$ cat config.mk
export PLATFORM = sky130hd
export DESIGN_NAME = imm_extend_pipe
export DESIGN_NICKNAME = d
export VERILOG_FILES = /design/src/rtl/imm_extend_pipe_pkg.sv /design/src/rtl/imm_extend_pipe_core.sv /design/src/rtl/imm_extend_pipe.sv
export SDC_FILE = /design/constraint.sdc
export NUM_CORES = 1
export LEC_CHECK = 0
export ABC_AREA = 1
export BUFFER_PORTS_ARGS = -buffer_cell sky130_fd_sc_hd__buf_2
export CAP_MARGIN = 20
export CORE_MARGIN = 2
export CORE_UTILIZATION = 50
export DETAILED_ROUTE_END_ITERATION = 16
export PLACE_DENSITY = 0.83
export RECOVER_POWER = 25
export SYNTH_ARGS = -nofsm -noshare
export SYNTH_HDL_FRONTEND = slang
export SYNTH_SLANG_ARGS = --single-unit
$ cat constraint.sdc
create_clock -name Clk -period 2 [get_ports Clk]
set_input_delay 0.4 -clock Clk [delete_from_list [all_inputs] [get_ports Clk]]
set_output_delay 0.4 -clock Clk [all_outputs]
set_load 0.02 [all_outputs]
$ cat src/rtl/imm_extend_pipe_pkg.sv
// Shared processor constants: ALU ops, immediate modes, skid states.
// Imported by the immediate-extension pipe and its mux core.
package imm_extend_pipe_pkg;

  typedef enum logic [3:0] {
    ALU_ADD = 4'd0,
    ALU_SUB = 4'd1,
    ALU_AND = 4'd2,
    ALU_OR  = 4'd3,
    ALU_XOR = 4'd4,
    ALU_SLL = 4'd5,
    ALU_SRL = 4'd6,
    ALU_SRA = 4'd7
  } alu_op_e;

  typedef enum logic [1:0] {
    MODE_SEXT   = 2'd0,
    MODE_ZEXT   = 2'd1,
    MODE_UPPER  = 2'd2,
    MODE_BRANCH = 2'd3
  } imm_mode_e;

  typedef enum logic [1:0] {
    ST_EMPTY = 2'd0,
    ST_ONE   = 2'd1,
    ST_TWO   = 2'd2
  } skid_st_e;

endpackage

$ cat src/rtl/imm_extend_pipe_core.sv
// Combinational immediate extension mux.
// Ports: imm (IN_W raw field), mode (imm_mode_e), ext (OUT_W result).
module imm_extend_core
  import imm_extend_pipe_pkg::*;
#(
  parameter int IN_W  = 16,
  parameter int OUT_W = 32
) (
  input  logic [IN_W-1:0]  imm,
  input  imm_mode_e        mode,
  output logic [OUT_W-1:0] ext
);

  localparam int PAD = OUT_W - IN_W;

  // Branch mode drops two sign copies; OUT_W must leave room for them.
  if (OUT_W < IN_W + 2) begin : g_bad_width
    $error("imm_extend_core: OUT_W must be >= IN_W+2");
  end

  logic [OUT_W-1:0] sext;

  assign sext = {{PAD{imm[IN_W-1]}}, imm};

  always_comb begin
    ext = '0;
    unique case (mode)
      MODE_SEXT:   ext = sext;
      MODE_ZEXT:   ext = {{PAD{1'b0}}, imm};
      MODE_UPPER:  ext = {imm, {PAD{1'b0}}};
      MODE_BRANCH: ext = {sext[OUT_W-3:0], 2'b00};
    endcase
  end

endmodule

$ cat src/rtl/imm_extend_pipe.sv
// Immediate extension stage with a 2-entry skid buffer.
// In: Clk,Rst_n,Flush,InValid/InImm/InMode/InTag,OutReady. Out: InReady,OutValid,OutExt,OutTag.
module imm_extend_pipe
  import imm_extend_pipe_pkg::*;
#(
  parameter int IN_W  = 16,
  parameter int OUT_W = 32,
  parameter int TAG_W = 5
) (
  input  logic             Clk,
  input  logic             Rst_n,
  input  logic             Flush,
  input  logic             InValid,
  output logic             InReady,
  input  logic [IN_W-1:0]  InImm,
  input  logic [1:0]       InMode,
  input  logic [TAG_W-1:0] InTag,
  output logic             OutValid,
  input  logic             OutReady,
  output logic [OUT_W-1:0] OutExt,
  output logic [TAG_W-1:0] OutTag
);

  skid_st_e         state;
  logic [OUT_W-1:0] ext_d;
  logic [OUT_W-1:0] skid_ext;
  logic [TAG_W-1:0] skid_tag;
  logic             in_xfer;
  logic             out_xfer;

  assign in_xfer  = InValid & InReady;
  assign out_xfer = OutValid & OutReady;

  imm_extend_core #(
    .IN_W  (IN_W),
    .OUT_W (OUT_W)
  ) u_core (
    .imm  (InImm),
    .mode (imm_mode_e'(InMode)),
    .ext  (ext_d)
  );

  // InReady and OutValid are registered copies of the state decode,
  // so OutReady never reaches InReady combinationally.
  always_ff @(posedge Clk or negedge Rst_n) begin
    if (!Rst_n) begin
      state    <= ST_EMPTY;
      InReady  <= 1'b1;
      OutValid <= 1'b0;
      OutExt   <= '0;
      OutTag   <= '0;
      skid_ext <= '0;
      skid_tag <= '0;
    end else if (Flush) begin
      state    <= ST_EMPTY;
      InReady  <= 1'b1;
      OutValid <= 1'b0;
    end else begin
      unique case (state)
        ST_EMPTY: begin
          if (in_xfer) begin
            OutExt   <= ext_d;
            OutTag   <= InTag;
            OutValid <= 1'b1;
            state    <= ST_ONE;
          end
        end
        ST_ONE: begin
          if (in_xfer && out_xfer) begin
            OutExt <= ext_d;
            OutTag <= InTag;
          end else if (in_xfer) begin
            skid_ext <= ext_d;
            skid_tag <= InTag;
            InReady  <= 1'b0;
            state    <= ST_TWO;
          end else if (out_xfer) begin
            OutValid <= 1'b0;
            state    <= ST_EMPTY;
          end
        end
        ST_TWO: begin
          if (out_xfer) begin
            OutExt  <= skid_ext;
            OutTag  <= skid_tag;
            InReady <= 1'b1;
            state   <= ST_ONE;
          end
        end
        default: begin
          state    <= ST_EMPTY;
          InReady  <= 1'b1;
          OutValid <= 1'b0;
        end
      endcase
    end
  end

endmodule
==> metrics list, run 1 <==
- Run status: complete, no violations
* GR met1 Demand/Resource: 0.333
- Cell chain of the critical path: nand2_1 -> nor2_4 -> nand2_4 -> nor2_8 -> buf_4 -> nand2_1 -> o21ai_0
- For flop-to-flop paths, the worst setup slack is between 300 and 400 ps.
- Final clock skew: slightly above 8 ps
- Clock tree from TritonCTS: done
* Overall global routing resource usage: 0.238
- Of all nets on the critical path, the largest fanout is 41.
* Worst-case clock buffer depth: 2
* Worst setup path category: reg2reg
- The first detailed-routing pass took 5 iterations.
* Setup TNS Final: 0 ps
- Total routed wirelength: just under 10 mm
* Share of flip-flops with an asynchronous set or reset after synthesis: 1.00
- Pin count of the biggest net entering global routing: 45
- CTS Root Cell: clkbuf_8
- Max Clk Rate: slightly above 600 MHz
- At the worst endpoint, the arrival time is 1920 ps.
- Global routing finished with a remaining overflow of 0.
* Initial Util: 0.517
- Total of warnings raised by yosys: 0
- CTS-repair resized insts: 0
- The H-tree was split into 3 levels.
* Clock-pin transition on the worst setup and hold timing paths: around 80 ps
- Worst-skew pair later-pin latency: approximately 350 ps
* Top-level port count: 67
- Critical Path End Type: flop
- Average wire per standard cell: approximately 14 um
- In this run the horizontal extent of the chip is ~94 um.
- In the final layout, the share of cells above drive strength 1 is 0.169.
- Worst Hold Class: in2async
- Final Instance Area: about 4500 um2
* Cell area reported after detailed placement: roughly 4300 um2
- The area growth from synthesis to layout is 11.8%.
* Routed vias: about 3800
* CP max stage delay: 550 ps
- The first routing iteration left 312 violations.
- Synth Instances: roughly 550
* Fin crit share: 0.828
- Routability-driven placement finished with a final weighted congestion of between 0.9 and 1.
- Leading cell type in the layout, fill and taps excluded: nand2_1
- After detailed routing, the number of vias per cell comes to 5.30.
- The number of setup buffers added after CTS is 0.
- Setup violations remaining at the end of the flow were counted as 0.
* Most repeated library cell on the critical path: nand2_1
- The core region is roughly 8000 um2.
* Capture point of the worst reg-to-reg path: skid_ext[0]
* Most used routing layer: met2
* Num Clock Sinks: around 80
* Hold bufs inserted after CTS: 0
- Worst-case headroom to the max-slew limit: 0.387
- Grt met2 use: 0.382
- IR analysis of the VDD net gives a maximum drop of about 0.65 mV.
- Netlist area before placement: between 4000 and 5000 um2
* Cell total after placement: 692
* Average cell area after synthesis: roughly 7.3 um2
* Worst reg2reg path startpoint: InReady
- For this design, the slowest cell found on the critical path is dfstp_2.
* Count of final hold-check violations: 0
* Antenna violations before repair: 0
* Area of the die: between 8000 and 9000 um2
- The synthesized design contains 0 enable-type register cells.
- Following the worst setup path forward leads to its endpoint at skid_ext[0].
- Nets: between 600 and 700
- The floorplan step set the die height to 93.6 um.
- Counting every net in the synthesized netlist gives approximately 580.
- Final instance count without filler cells: ~710
* Worst hold slack across all endpoints: between 150 and 200 ps
- STA puts the critical path data required time at approximately 2300 ps.
- Dominant register cell in the synthesized netlist: dfrtp_1
- Of the synthesized area, sequential elements account for 0.486.
- Yosys reg bits: just under 80
* Number of cells on the worst reg-to-reg path: 7
- STA classifies the critical path startpoint as a flop.
* Half-perimeter wire length after placement: 6.55 mm
- Vias in the first global route: approximately 3500
* Total DRC errors in the routed layout: 0
- For this design the static power due to leakage is 2.64 nW.
* Count of port buffers added during placement: between 60 and 70
- The count of nets left with antenna violations once routing finished came out at 0.
* Count of different cell masters after synthesis: 23
- Transition time at the pin with the least slew margin: between 900 and 1000 ps
- Subtracting the final worst setup slack from the clock period gives about 1700 ps.
- The critical path starts at InReady.
- Power per cell area: 1300 nW/um2
- Inserted Clock Buffers: 9
* Global-route wire length before repair: about 17 mm
- Setup repair after global routing left no endpoint under its margin.
- The number of antenna diodes in the final layout is 0.
- Maximum capacitance violations: 0
* Placement Rows: 32
- For met3 alone, demand over resource in global routing was 0.0516.
- Fin util: 0.578
- Most used cells in the layout excluding fill and tap cells: nand2_1 (312), dfrtp_1 (77), buf_2 (65), nand3_1 (47), o21ai_0 (19)
- The max-slew violation count is 0.
routing by layer:
metal / wire length, um / vias up
met3: 607 / 10
met2: 4540 / 129
li1: - / 1812
met1: 4470 / 1799
met4: 74 / 0
met5: 0 / -
final cells by class:
class,instances,area [um2]
fill,725,3270
tap,102,128
inverter,22,90.1
clock buffer,10,138
clock inverter,5,50.0
timing repair buffer,72,388
sequential,78,1950
multi-input combinational,418,1750
flip-flops by register name, summed over array words and instances, names as in the netlist:
| register | cells |
|---|---|
| InReady | 1 |
| OutExt | 32 |
| OutTag | 5 |
| OutValid | 1 |
| skid_ext | 32 |
| skid_tag | 5 |
| state | 2 |
synthesized netlist by cell type (2+ instances only):
master / number / area (um2)
o21ai_0: 19 / 95.1
a31oi_1: 12 / 75.1
nor2_4: 2 / 22.5
nor2_1: 17 / 63.8
dfrtp_1: 77 / 1930
clkbuf_1: 2 / 7.51
nand2_4: 2 / 22.5
inv_2: 4 / 15.0
inv_1: 15 / 56.3
inv_4: 3 / 18.8
nand2_1: 312 / 1170
buf_6: 11 / 124
nand3_1: 47 / 235
buf_4: 3 / 22.5
buf_2: 14 / 70.1
nand4_1: 2 / 12.5
per-stage QoR:
stage	setup slack, ps	power [mW]
detailed placement	316	4.72
floorplan	519	4.06
finish	345	5.86
CTS	344	5.88
global route	203	6.28
global placement	331	4.64
where the power goes:
| group | switching (mW) | internal, mW |
|---|---|---|
| registers | 0.364 | 2.25 |
| logic | 1.40 | 0.676 |
| clock network | 0.568 | 0.595 |
| total | 2.33 | 3.53 |
worst min-delay path by stage:
stage	startpoint	slack, ps	depth (start not counted)	endpoint
CTS	Rst_n	10	1	state[0]
detailed placement	Rst_n	390	1	OutValid
floorplan	Rst_n	100	0	OutExt[0]
global placement	Rst_n	390	1	state[0]
global route	Rst_n	230	1	skid_tag[2]
finish	Rst_n	160	1	OutTag[2]
worst max-delay path: cells and delay by family, from the launching register on:
family | cells | cell delay [ps]
and+or+nand+nor | 5 | 550
DFF | 1 | 550
buffers and inverters | 1 | 380
AOI/OAI and AO/OA | 1 | 90
cells by family (layout without fill, tap and decap cells):
| logic type | Yosys count | count (layout) | synth area share |
|---|---|---|---|
| AOI/OAI and AO/OA | 33 | 33 | 0.0455 |
| and+or+nand+nor | 385 | 385 | 0.389 |
| buffers and inverters | 53 | 109 | 0.0791 |
| DFF | 78 | 78 | 0.486 |
(Power assumes the default switching activity.)
==> run 2: changes to the inputs <==
==> constraint.sdc (replaced) <==
create_clock -name Clk -period 1.62 [get_ports Clk]
set_input_delay 0.324 -clock Clk [delete_from_list [all_inputs] [get_ports Clk]]
set_output_delay 0.324 -clock Clk [all_outputs]
set_load 0.02 [all_outputs]
==> run 2 against run 1 <==
  * Fmax is 7.5% higher
  * Sequential cell count stayed put
  * Die area unchanged
  * First-iteration DRC count fell by 2.2%
  * Critical endpoint is now skid_ext[31]
==> metrics list, run 2 (synthesis results as in run 1) <==
- For this run, design rule violations remaining after detail routing come to 0.
- Kind of launch point of the worst setup path: flop
* Worst-case clock buffer depth: 2
- After detailed routing, the average wire length per cell comes to between 10 and 15 um.
- For this design the ratio of total power to cell area is about 1600 nW/um2.
- STA classifies the critical path endpoint as a flop.
- VDD sags by at most between 0.6 and 0.7 mV.
- The floorplan step set the die width to 93.6 um.
- Fraction of final layout cells sized beyond drive strength 1: 0.188
- Excluding fillers, the count of instances in the completed layout stands at between 700 and 800.
- Detail Route Antenna Nets: 0
- Clock-pin slew was measured on the worst setup and hold paths at approximately 80 ps.
* Cell Int Power: around 4.7 mW
- Fraction of power consumed by sequential logic: 0.420
- Worst Hold Class: in2reg
* Area of the die: 8770 um2
- Clock tree synthesis found a total of a little under 80 sinks.
* Post-layout min period: about 1500 ps
* Maximum net fanout on the critical path: 9
- Nets: around 650
- Final Max Tran Viols: 0
* Routed vias: 3851
* Clk pwr share: 0.230
* Inserted Clock Buffers: 9
* Leakage: 2.75 nW
- Run status: complete, no violations
- Pin count of the biggest net entering global routing: 79
- Top-level port count: 67
* Antenna fix cells: 0
- The total overflow left after global routing is 0.
* Maximum capacitance violations: 0
* Power share of the combinational group: 0.351
- Overall global routing resource usage: 0.243
- The initial utilization of the core area, before any placement, comes to 0.517.
- CP Data Arrival Time: around 1800 ps
* Worst setup path category: reg2reg
* Setup-violating endpoint count in the final report: 0
* Clock tree from TritonCTS: done
- The library cells used most frequently in the layout, excluding fill and tap cells, are nand2_1 (311), dfrtp_1 (77), buf_2 (65), nand3_1 (47), o21ai_0 (19).
- The number of placed instances, taps included, is around 700.
- The HPWL after detailed placement is 6.55 mm.
- 1st-pass router iterations: 5
- Height of the die: approximately 94 um
- After detailed routing, the total wire length is a little over 10 mm.
* Fin crit share: 0.950
- The first global-routing pass estimated between 15 and 20 mm of wire.
* Largest regs: OutExt: 32 flops, skid_ext: 32 flops
- Count of final hold-check violations: 0
- The via count of the first global-routing pass came to around 3600.
- The clock tree synthesis step divided the H-tree into 3 levels.
- After detailed routing, the number of vias per cell comes to 5.32.
* Worst-skew pair later-pin latency: between 300 and 400 ps
- Leading cell type in the layout, fill and taps excluded: nand2_1
- Starting DRT DRC Count: around 300
- The cell sitting at the root of the clock tree is a clkbuf_8.
- Syn-to-layout area delta: 18.2%
- Placement Rows: 32
- Measured against its own limit, the worst slew margin works out to 0.350.
- Max Clk Rate: roughly 650 MHz
- Final clock skew: between 9 and 10 ps
* Share of total power consumed by net switching: 0.385
- For the pin with the worst max-slew slack, the measured transition is between 900 and 1000 ps.
- Switching Power: around 3.0 mW
- The initial antenna violation count came to 0.
* Crit path required time: ~1900 ps
* Fin util: 0.611
- Port buffering added 66 buffers.
* Core ar.: 7770 um2
* Gp weighted congestion: roughly 0.9
-- run 2: routing by layer --
layer	vias to the layer above	global-route usage	part of all wire	wire length, um
met5	-	0	0	0
met1	1803	0.328	0.43	4400
met3	22	0.0483	0.085	878
met2	183	0.381	0.47	4800
li1	1843	-	-	-
met4	0	0.105	0.021	212
-- run 2: critical path, cell delays in order (launching register included) --
cell      delay [ps]
dfstp_2          560
nand2_2           90
nor2_4           120
nand2_4           80
nor2_8           150
buf_4            180
clkinv_8          80
nand2_1           60
o21ai_0           80
-- run 2: layout make-up --
type	count	area, um2
repair inverters	2	17.5
well taps	102	128
multi-input cells	418	1750
clock inverters	5	108
flip-flops and latches	78	1950
clock buffers	11	131
fillers	712	3020
inverters	22	105
repair buffers	86	557
-- run 2: final timing paths --
kind,from,endpoint,slack (ps),cells after the start
max in group asynchronous,Rst_n,skid_ext[10],250,3
setup reg to reg,InReady,skid_ext[31],80,8
min in group asynchronous,Rst_n,OutTag[2],750,3
hold / removal,InTag[3],skid_tag[3],200,3
hold reg to reg,skid_ext[29],skid_ext[29],470,2
setup / recovery,InReady,skid_ext[31],80,8
-- run 2: power by group through the flow --
stage / Sequential, mW / Combinational (mW) / Clock, mW
2_1_floorplan: 3.74 / 1.28 / 0
3_3_place_gp: 3.22 / 2.54 / 0
3_5_place_dp: 3.26 / 2.63 / 0
4_1_cts: 3.23 / 2.65 / 1.78
5_1_grt: 3.32 / 3.04 / 1.87
6_report: 3.23 / 2.70 / 1.77
-- run 2: timing repair --
item / CTS / global route
hold buffers: 1 / 0
hold endpoints to repair: 50 / 0
buffers inserted: 0 / 5
resized for setup: 0 / 7
endpoints found under the setup margin: 0 / 70
-- run 2: metrics by stage --
stage / area, um2 / TNS, ps / hold slack (ps) / setup WS, ps / power [mW]
finish: 4750 / 0 / 201 / 80.8 / 7.70
floorplan: 4020 / 0 / 28.4 / 139 / 5.02
global route: 4750 / -104 / 223 / -37.6 / 8.23
CTS: 4650 / 0 / 198 / 14.5 / 7.66
global placement: 4400 / 0 / 380 / 105 / 5.77
detailed placement: 4400 / 0 / 382 / 54.8 / 5.89
